### config.mk
export PLATFORM = sky130hd
export DESIGN_NAME = gcd_engine
export DESIGN_NICKNAME = d
export VERILOG_FILES = /design/src/rtl/gcd_pkg.sv /design/src/rtl/gcd_datapath.sv /design/src/rtl/gcd_engine.sv
export SDC_FILE = /design/constraint.sdc
export NUM_CORES = 1
export LEC_CHECK = 0
export CAP_MARGIN = 25
export CORE_ASPECT_RATIO = 1.1
export CORE_MARGIN = 1
export CORE_UTILIZATION = 30
export CTS_CLUSTER_DIAMETER = 60
export DETAILED_ROUTE_END_ITERATION = 7
export SYNTH_ARGS = -nofsm -noshare
export SYNTH_HDL_FRONTEND = slang
export SYNTH_SLANG_ARGS = --single-unit
### constraint.sdc
create_clock -name clk -period 6.3 [get_ports clk]
set_clock_uncertainty 0.15 [all_clocks]
set_input_delay 0.945 -clock clk [delete_from_list [all_inputs] [get_ports clk]]
set_output_delay 0.945 -clock clk [all_outputs]
set_load 0.05 [all_outputs]
### src/rtl/gcd_pkg.sv
// Shared types for the GCD engine: controller state encoding and datapath mux selects.
package gcd_pkg;

  localparam int unsigned DEFAULT_WIDTH = 8;

  // One-hot states so in_ready/out_valid come straight off a state flop.
  localparam int unsigned IDLE_BIT = 0;
  localparam int unsigned CALC_BIT = 1;
  localparam int unsigned DONE_BIT = 2;

  typedef enum logic [2:0] {
    ST_IDLE = 3'b001,
    ST_CALC = 3'b010,
    ST_DONE = 3'b100
  } state_e;

  typedef enum logic [1:0] {
    A_SEL_LOAD = 2'd0,
    A_SEL_SUB  = 2'd1,
    A_SEL_SWAP = 2'd2
  } a_sel_e;

  typedef enum logic {
    B_SEL_LOAD = 1'b0,
    B_SEL_SWAP = 1'b1
  } b_sel_e;

endpackage

### src/rtl/gcd_datapath.sv
// GCD datapath: operand registers with load/subtract/swap muxes and the two
// comparators the controller steers on.
module gcd_datapath
  import gcd_pkg::*;
#(
  parameter int unsigned WIDTH = DEFAULT_WIDTH
) (
  input  logic             clk,
  input  logic             rst_n,
  input  logic [WIDTH-1:0] in_a_i,
  input  logic [WIDTH-1:0] in_b_i,
  input  logic             a_en_i,
  input  logic             b_en_i,
  input  a_sel_e           a_sel_i,
  input  b_sel_e           b_sel_i,
  output logic [WIDTH-1:0] reg_a_o,
  output logic             b_eq_0_c_o,
  output logic             a_lt_b_c_o
);

  logic [WIDTH-1:0] reg_a_q, reg_a_d;
  logic [WIDTH-1:0] reg_b_q, reg_b_d;

  // Next-value muxes; subtract wraps at WIDTH bits with no carry out.
  always_comb begin
    reg_a_d = reg_a_q;
    case (a_sel_i)
      A_SEL_LOAD: reg_a_d = in_a_i;
      A_SEL_SUB:  reg_a_d = reg_a_q - reg_b_q;
      A_SEL_SWAP: reg_a_d = reg_b_q;
      default:    reg_a_d = reg_a_q;
    endcase
    reg_b_d = (b_sel_i == B_SEL_SWAP) ? reg_a_q : in_b_i;
  end

  // Operand registers, each updated only when its enable is asserted.
  always_ff @(posedge clk or negedge rst_n) begin
    if (!rst_n) begin
      reg_a_q <= '0;
      reg_b_q <= '0;
    end else begin
      if (a_en_i) reg_a_q <= reg_a_d;
      if (b_en_i) reg_b_q <= reg_b_d;
    end
  end

  assign reg_a_o    = reg_a_q;
  assign b_eq_0_c_o = (reg_b_q == '0);
  assign a_lt_b_c_o = (reg_a_q < reg_b_q);

endmodule

### src/rtl/gcd_engine.sv
// Subtract-and-swap GCD engine: valid/ready operand intake, Euclid iteration,
// result held until the sink takes it.
// Optional feature: define GCD_ITER_CNT_EN to add the iter_cnt step counter port.
module gcd_engine
  import gcd_pkg::*;
#(
  parameter  int unsigned WIDTH = DEFAULT_WIDTH,
  localparam int unsigned CNT_W = WIDTH + 1
) (
  input  logic             clk,
  input  logic             rst_n,
  input  logic [WIDTH-1:0] in_a,
  input  logic [WIDTH-1:0] in_b,
  input  logic             in_valid,
  output logic             in_ready,
  output logic [WIDTH-1:0] result,
  output logic             out_valid,
  input  logic             out_ready
`ifdef GCD_ITER_CNT_EN
  ,
  output logic [CNT_W-1:0] iter_cnt
`endif
);

  state_e state_q, state_d;
  logic   a_en, b_en;
  a_sel_e a_sel;
  b_sel_e b_sel;
  logic   b_eq_0, a_lt_b;

  gcd_datapath #(
    .WIDTH(WIDTH)
  ) u_datapath (
    .clk        (clk),
    .rst_n      (rst_n),
    .in_a_i     (in_a),
    .in_b_i     (in_b),
    .a_en_i     (a_en),
    .b_en_i     (b_en),
    .a_sel_i    (a_sel),
    .b_sel_i    (b_sel),
    .reg_a_o    (result),
    .b_eq_0_c_o (b_eq_0),
    .a_lt_b_c_o (a_lt_b)
  );

  // Controller state register.
  always_ff @(posedge clk or negedge rst_n) begin
    if (!rst_n) state_q <= ST_IDLE;
    else        state_q <= state_d;
  end

  // Next state and datapath controls; one CALC action per cycle, zero-check first.
  always_comb begin
    state_d = state_q;
    a_en    = 1'b0;
    b_en    = 1'b0;
    a_sel   = A_SEL_LOAD;
    b_sel   = B_SEL_LOAD;
    case (state_q)
      ST_IDLE: begin
        if (in_valid) begin
          a_en    = 1'b1;
          b_en    = 1'b1;
          state_d = ST_CALC;
        end
      end
      ST_CALC: begin
        if (b_eq_0) begin
          state_d = ST_DONE;
        end else if (a_lt_b) begin
          a_en  = 1'b1;
          b_en  = 1'b1;
          a_sel = A_SEL_SWAP;
          b_sel = B_SEL_SWAP;
        end else begin
          a_en  = 1'b1;
          a_sel = A_SEL_SUB;
        end
      end
      ST_DONE: begin
        if (out_ready) state_d = ST_IDLE;
      end
      default: state_d = ST_IDLE;
    endcase
  end

  // Handshake flags are single state flops, so no input reaches them combinationally.
  assign in_ready  = state_q[IDLE_BIT];
  assign out_valid = state_q[DONE_BIT];

`ifdef GCD_ITER_CNT_EN
  logic [CNT_W-1:0] cnt_q, cnt_d;
  logic             load_c, step_c;

  assign load_c = state_q[IDLE_BIT] & in_valid;
  assign step_c = state_q[CALC_BIT] & ~b_eq_0;

  // Step counter: clears on accept, saturates at all-ones, holds otherwise.
  always_comb begin
    cnt_d = cnt_q;
    if (load_c) cnt_d = '0;
    else if (step_c && (cnt_q != '1)) cnt_d = cnt_q + CNT_W'(1);
  end

  // Step counter register.
  always_ff @(posedge clk or negedge rst_n) begin
    if (!rst_n) cnt_q <= '0;
    else        cnt_q <= cnt_d;
  end

  assign iter_cnt = cnt_q;
`endif

endmodule
==> results of run 1 <==
[cell type report]
| cell class | instances | area [um2] |
|---|---|---|
| multi-input cells | 125 | 887.1 |
| clock buffers | 3 | 41.29 |
| well taps | 56 | 70.07 |
| repair buffers | 30 | 297.8 |
| inverters | 13 | 48.80 |
| fillers | 485 | 2793 |
| flip-flops and latches | 19 | 476.7 |
| clock inverters | 1 | 5.005 |
[power by group through the flow]
stage,Combinational [mW],Sequential [mW],Clock (mW)
finish,0.684,0.241,0.0910
detailed placement,0.684,0.243,0
global route,0.764,0.252,0.0997
global placement,0.680,0.245,0
CTS,0.688,0.242,0.0938
floorplan,0.421,0.327,0
[state kept, by name, summed over array words and instances (netlist names)]
signal / flops
state_q: 3
u_datapath.reg_b_q: 8
u_datapath.reg_a_o: 8
[cell families (layout without fill, tap and decap cells)]
family / count (synthesis) / in the layout
AOI/OAI and AO/OA: 49 / 49
xor gates and xnor gates: 1 / 1
adders and majority gates: 12 / 12
buffers and inverters: 19 / 47
DFF: 19 / 19
muxes: 11 / 11
and+or+nand+nor: 52 / 52
[synthesized netlist by cell type (all sizes together) (2+ instances only)]
master and number:
a211oi 3, a21o 4, a21oi 16, a221oi 2
a31oi 2, clkbuf 6, dfrtp 18, ha 11
inv 13, mux2 7, mux2i 4, nand2 19
nand2b 5, nand3b 3, nor2 6, nor2b 3
nor3 2, nor4 3, o21ai 13, o31ai 4
or2b 2, or3 3
[per-stage QoR]
stage / area, um2 / setup WS (ns) / cells / util [%]
3_5_place_dp: 1780 / 2.406 / 243 / 38.54
5_1_grt: 1827 / 2.099 / 247 / 39.55
4_1_cts: 1827 / 2.358 / 247 / 39.55
2_1_floorplan: 1435 / 2.688 / 163 / -
6_report: 1827 / 2.413 / 247 / 39.55
3_3_place_gp: 1780 / 2.505 / 243 / 38.54
[layer usage]
| layer | routed length [um] | up-vias |
|---|---|---|
| met1 | 1602 | 587 |
| li1 | - | 644 |
| met4 | 46 | 0 |
| met3 | 190 | 5 |
| met5 | 0 | - |
| met2 | 1677 | 36 |
[path summary, 6_finish.rpt]
| path | from | end | slack (ns) | depth (start not counted) |
|---|---|---|---|---|
| max in group asynchronous | rst_n | u_datapath.reg_a_o[3] | 4.41 | 1 |
| max reg2reg | u_datapath.reg_a_o[4] | u_datapath.reg_a_o[7] | 2.41 | 11 |
| min | u_datapath.reg_a_o[0] | u_datapath.reg_a_o[0] | 0.36 | 2 |
| min in group asynchronous | rst_n | u_datapath.reg_b_q[3] | 1.03 | 1 |
| max | u_datapath.reg_a_o[4] | u_datapath.reg_a_o[7] | 2.41 | 11 |
| min reg2reg | u_datapath.reg_a_o[0] | u_datapath.reg_a_o[0] | 0.36 | 2 |
[worst max-delay path, delay by kind of cell, from the launching register on]
family / cells / cell delay (ns)
flops: 1 / 0.41
compound gates: 7 / 2.08
buf+inv: 1 / 0.11
mux: 1 / 0.18
fa+ha+maj: 2 / 0.90
==> results.py, run 1 <==
metrics = {
    "outcome": {
        "status": "finished clean",
    },
    "global_routing": {
        "grt.busiest_layer": "met2",
        "use_met1_pct": 20.51,
        "grt_pass1_wl_um": 5927,
        "track_usage_pct": 15.85,
        "grt_max_degree": 20,
        "first_global_vias": 1263,
        "grt.overflow.total": 0,
        "globalRouteMet2Util_pct": 26.36,
        "met3_usage_pct": 2.607,
        "antenna_found_initial": 0,
    },
    "clock_tree": {
        "cts.sink_count": 19,
        "cts_hold_buffers": 0,
        "h-tree-depth": 1,
        "cts.repair.resized": 0,
        "ctsLongestPathBuffers": 2,
        "cts_setup_buffers": 0,
        "clk_pin_slew_ns": 0.08,
        "clk_latency_ns": 0.27,
        "cts_tree": "built",
        "clockRootBuffer": "clkbuf_8",
        "cts-buffers-inserted": 3,
    },
    "synthesis": {
        "yosys-top-cells-area": "dfrtp_1 31%, ha_1 9.6%, a21oi_1 5.6%, mux2_2 5.5%, nand2_1 5.0%",
        "synth_top_area_cell": "dfrtp_1",
        "synthXorXnorAreaFrac_pct": 0.6103,
        "synth_area_per_cell_um2": 8.804,
        "yosys.area_share.adder_pct": 10.99,
        "synth.top_cell.area_share_pct": 31.39,
        "synth_cell_types": 38,
        "syn_nets": 195,
        "synthCells": 163,
        "synth_top_family_by_area": "compound AO/OA/AOI/OAI gates",
        "async_reset_ff_share_pct": 100.0,
        "ys.warnings.count": 0,
        "yosys.area_share.simple_pct": 19.70,
        "syn_area_mm2": 0.001435,
        "ys_seq_area_share_pct": 33.22,
        "muxShareOfSynthArea_pct": 8.282,
        "ys_seq_elements": 19,
        "synth_edf_count": 0,
        "synth_compound_gate_area_share_pct": 22.23,
        "ys.flop_type": "dfrtp_1",
    },
    "timing": {
        "slew_headroom_pct": 38.98,
        "setup_tns_ns": 0,
        "hold_violations": 0,
        "drv_slew": 0,
        "worst_hold_slack_ns": 0.3614,
        "fmax_ghz": 0.2573,
        "min_period_ns": 3.887,
        "post-route-period-util_pct": 61.70,
        "worst_pin_slew_ns": 0.9124,
        "setup_viol": 0,
        "rsz0062_at_grt": "false",
    },
    "route": {
        "vias": 1272,
        "ant_nets": 0,
        "wire_per_inst_um": 14.24,
        "dr.pass1.iters": 4,
        "totalWireLength_um": 3517,
        "drtIter0Drc": 54,
        "via_per_inst": 5.150,
        "detail_route.drc_violations": 0,
    },
    "layout": {
        "syn_to_final_growth_pct": 27.29,
        "most-common-layout-cells": "29 x clkdlybuf4s50_1, 19 x nand2_1, 18 x dfrtp_1, 16 x a21oi_1, 13 x inv_1",
        "diodes": 0,
        "final_common_cell": "clkdlybuf4s50_1",
        "layout.nets": 224,
        "drive_gt1_share_pct": 10.47,
    },
    "die": {
        "die-area_mm2": 0.005065,
        "rows": 26,
        "core-area_mm2": 0.004619,
        "die_w_um": 67.95,
        "initial_utilization_pct": 31.07,
        "die-height_um": 74.54,
        "io_pins": 30,
    },
    "pwr": {
        "leakage_nw": 0.7503,
        "peakVddDrop_uv": 224.8,
        "pwr-share-comb_pct": 67.4,
        "seqPwrFrac_pct": 23.7,
        "clkPwrFrac_pct": 9.0,
        "intPower_uw": 506.6,
        "sw_frac_of_total_pct": 50.14,
        "p_sw_uw": 509.5,
        "power_mw": 1.016,
        "powerDensity_mw_per_mm2": 556.2,
    },
    "worst_setup_path": {
        "critPathMaxFanout": 17,
        "worstPathCellList": "ha_1 > a21o_1 > a21o_1 > o21ba_2 > a2111oi_4 > inv_1 > ha_1 > a221oi_1 > o211ai_1 > o31ai_1 > mux2_2",
        "max_stage_delay_ns": 0.70,
        "worstPathArrival_ns": 3.95,
        "cp-end-kind": "flip-flop",
        "slowest_stage": "a2111oi_4",
        "crit_required_ns": 6.36,
        "crit_type": "flip-flop to flip-flop",
        "crit_path_start_kind": "flip-flop",
    },
    "place": {
        "numPortBuffers": 29,
        "gp_routability_congestion": 0.8549,
        "dp_hpwl_um": 2575,
    },
    "flow_run": {
        "cap_violations": 0,
    },
    "worst_hold_path": {
        "hold_path_class": "flip-flop to flip-flop",
    },
}
Power figures use the tool's default switching activity.
==> run 2, diff against run 1 <==
==> constraint.sdc (replaced) <==
create_clock -name clk -period 3.45 [get_ports clk]
set_clock_uncertainty 0.15 [all_clocks]
set_input_delay 0.5175 -clock clk [delete_from_list [all_inputs] [get_ports clk]]
set_output_delay 0.5175 -clock clk [all_outputs]
set_load 0.05 [all_outputs]
==> run 2 against run 1 <==
Compared with the run above: count of clock-buffer cells in the layout unchanged; maximum frequency is 22% higher; largest cell class unchanged; global-route usage fell by 0.18 points; wire length increased by 0.34%; register-to-register slack lost 2.1 ns; sequential share of layout area is 0.24 points lower; critical path depth increased by 1; sequential power increased by 87%; total power increased by 86%; clock power grew 82%; combinational power is 87% higher.
==> results.py, run 2 (synthesis results as in run 1) <==
metrics = {
    "place": {
        "gp_routability_congestion": 0.8058,
        "dp_hpwl_um": 2616,
        "numPortBuffers": 29,
        "placed_area_mm2": 0.001813,
        "pre_cts_ws_ns": 0.2544,
        "dpl.cell_count": 245,
    },
    "pwr": {
        "leakage_nw": 0.7560,
        "power_mw": 1.894,
        "peakVddDrop_uv": 371.4,
        "sw_frac_of_total_pct": 49.80,
        "pwr-share-comb_pct": 67.4,
        "seqPwrFrac_pct": 23.8,
        "intPower_uw": 950.9,
        "clkPwrFrac_pct": 8.8,
        "powerDensity_mw_per_mm2": 1017,
        "p_sw_uw": 943.3,
    },
    "die": {
        "rows": 26,
        "die-height_um": 74.54,
        "core-area_mm2": 0.004619,
        "die_w_um": 67.95,
        "die-area_mm2": 0.005065,
        "io_pins": 30,
        "initial_utilization_pct": 31.07,
    },
    "clock_tree": {
        "cts_hold_buffers": 0,
        "h-tree-depth": 1,
        "cts_setup_buffers": 0,
        "ctsLongestPathBuffers": 2,
        "cts_tree": "built",
        "cts-buffers-inserted": 3,
        "clk_latency_ns": 0.27,
        "cts.sink_count": 19,
        "clockRootBuffer": "clkbuf_8",
        "clk_pin_slew_ns": 0.08,
    },
    "timing": {
        "post-route-period-util_pct": 92.24,
        "rsz0062_at_grt": "false",
        "drv_slew": 0,
        "slew_headroom_pct": 37.59,
        "worst_hold_slack_ns": 0.3677,
        "worst_pin_slew_ns": 0.9332,
        "setup_viol": 0,
        "timing.final.ws_setup_ns": 0.2678,
        "setup_tns_ns": 0,
        "min_period_ns": 3.182,
        "hold_violations": 0,
        "fmax_ghz": 0.3142,
    },
    "worst_setup_path": {
        "critPathMaxFanout": 4,
        "r2r-end": "u_datapath.reg_a_o[7]",
        "crit_type": "flip-flop to flip-flop",
        "worstPathCellList": "ha_1 > fa_1 > nand2b_1 > a21oi_2 > o21ba_2 > a211oi_1 > nor2_1 > ha_1 > a221oi_1 > o211ai_1 > o31ai_1 > mux2_2",
        "cp_num_buf_inv": 0,
        "crit_required_ns": 3.51,
        "crit_path_start_kind": "flip-flop",
        "path_depth": 12,
        "slowest_stage": "dfrtp_1",
        "worstPathArrival_ns": 3.24,
        "max_stage_delay_ns": 0.42,
        "rrSetupSlack_ns": 0.27,
        "cp-end-kind": "flip-flop",
        "r2r_cells": 12,
        "crit_family": "compound AO/OA/AOI/OAI gates",
        "r2r_start": "u_datapath.reg_b_q[0]",
        "cp_common_cell": "ha_1",
    },
    "worst_hold_path": {
        "hold_start": "u_datapath.reg_a_o[0]",
        "hold_depth": 2,
        "hold_path_class": "flip-flop to flip-flop",
        "holdPathEnd": "u_datapath.reg_a_o[0]",
    },
    "layout": {
        "final_common_cell": "clkdlybuf4s50_1",
        "final_cells": 249,
        "utilization_pct": 40.33,
        "layout.nets": 226,
        "syn_to_final_growth_pct": 29.82,
        "diodes": 0,
        "most-common-layout-cells": "29 x clkdlybuf4s50_1, 19 x nand2_1, 15 x a21oi_1, 14 x dfrtp_1, 13 x inv_1",
        "drive_gt1_share_pct": 14.51,
        "finalInstanceArea_mm2": 0.001863,
    },
    "flow_run": {
        "cap_violations": 0,
    },
    "route": {
        "vias": 1267,
        "drtIter0Drc": 30,
        "dr.pass1.iters": 4,
        "totalWireLength_um": 3529,
        "via_per_inst": 5.088,
        "detail_route.drc_violations": 0,
        "wire_per_inst_um": 14.17,
        "ant_nets": 0,
    },
    "global_routing": {
        "grt.overflow.total": 0,
        "first_global_vias": 1277,
        "grt_max_degree": 20,
        "grt_pass1_wl_um": 5782,
        "track_usage_pct": 15.66,
        "antenna_found_initial": 0,
    },
    "outcome": {
        "status": "finished clean",
    },
}
## run 2: changes by cell type in the layout (fill, tap and decap cells not counted), sizes merged
cell  previous run  this run
buf              1         3
## run 2: what timing repair did
action | 4_1_cts | 5_1_grt
endpoints found under the hold margin | 0 | 0
endpoints found under the setup margin | 0 | 1
resized for setup | 0 | 1
## run 2: how the worst max path moves through the flow
stage / from / end
floorplan: u_datapath.reg_a_o[4] / u_datapath.reg_a_o[7]
global placement: u_datapath.reg_b_q[0] / u_datapath.reg_a_o[7]
detailed placement: u_datapath.reg_a_o[0] / u_datapath.reg_a_o[7]
CTS: u_datapath.reg_a_o[0] / u_datapath.reg_a_o[7]
global route: u_datapath.reg_a_o[0] / u_datapath.reg_a_o[7]
finish: u_datapath.reg_b_q[0] / u_datapath.reg_a_o[7]
## run 2: layer usage
metal / routed length [um] / global-route usage, % / up-vias
li1: - / - / 639
met1: 1603 / 19.11 / 600
met2: 1780 / 27.56 / 23
met3: 88 / 2.301 / 5
met4: 57 / 5.556 / 0
met5: 0 / 0 / -
## run 2: power by group through the flow
| stage | clock network, mW | logic [mW] | registers [mW] |
|---|---|---|---|
| 3_5_place_dp | 0 | 1.27 | 0.459 |
| 6_report | 0.166 | 1.28 | 0.451 |
| 3_3_place_gp | 0 | 1.27 | 0.458 |
| 5_1_grt | 0.177 | 1.42 | 0.471 |
| 2_1_floorplan | 0 | 0.792 | 0.604 |
| 4_1_cts | 0.170 | 1.28 | 0.454 |
## run 2: area by class of cell
class	count	area [um2]
inverters	13	48.80
clock buffers	3	41.29
flip-flops and latches	19	481.7
repair buffers	32	312.8
fillers	484	2756
clock inverters	1	5.005
multi-input cells	125	903.4
well taps	56	70.07
## run 2: tightest hold or removal path, stage by stage, from the launching register on
cell and delay, ns:
dfrtp_2 0.38, nand2_1 0.05, o21ai_0 0.06
==> run 3, diff against run 2 <==
--- a/config.mk
+++ b/config.mk
@@ -11,6 +11,7 @@
 export CORE_UTILIZATION = 30
 export CTS_CLUSTER_DIAMETER = 60
 export DETAILED_ROUTE_END_ITERATION = 7
+export SKIP_LAST_GASP = 1
 export SYNTH_ARGS = -nofsm -noshare
 export SYNTH_HDL_FRONTEND = slang
 export SYNTH_SLANG_ARGS = --single-unit
==> results of run 3 <==
Same layout as run 2: the final DEF is identical, and so are final timing and power.
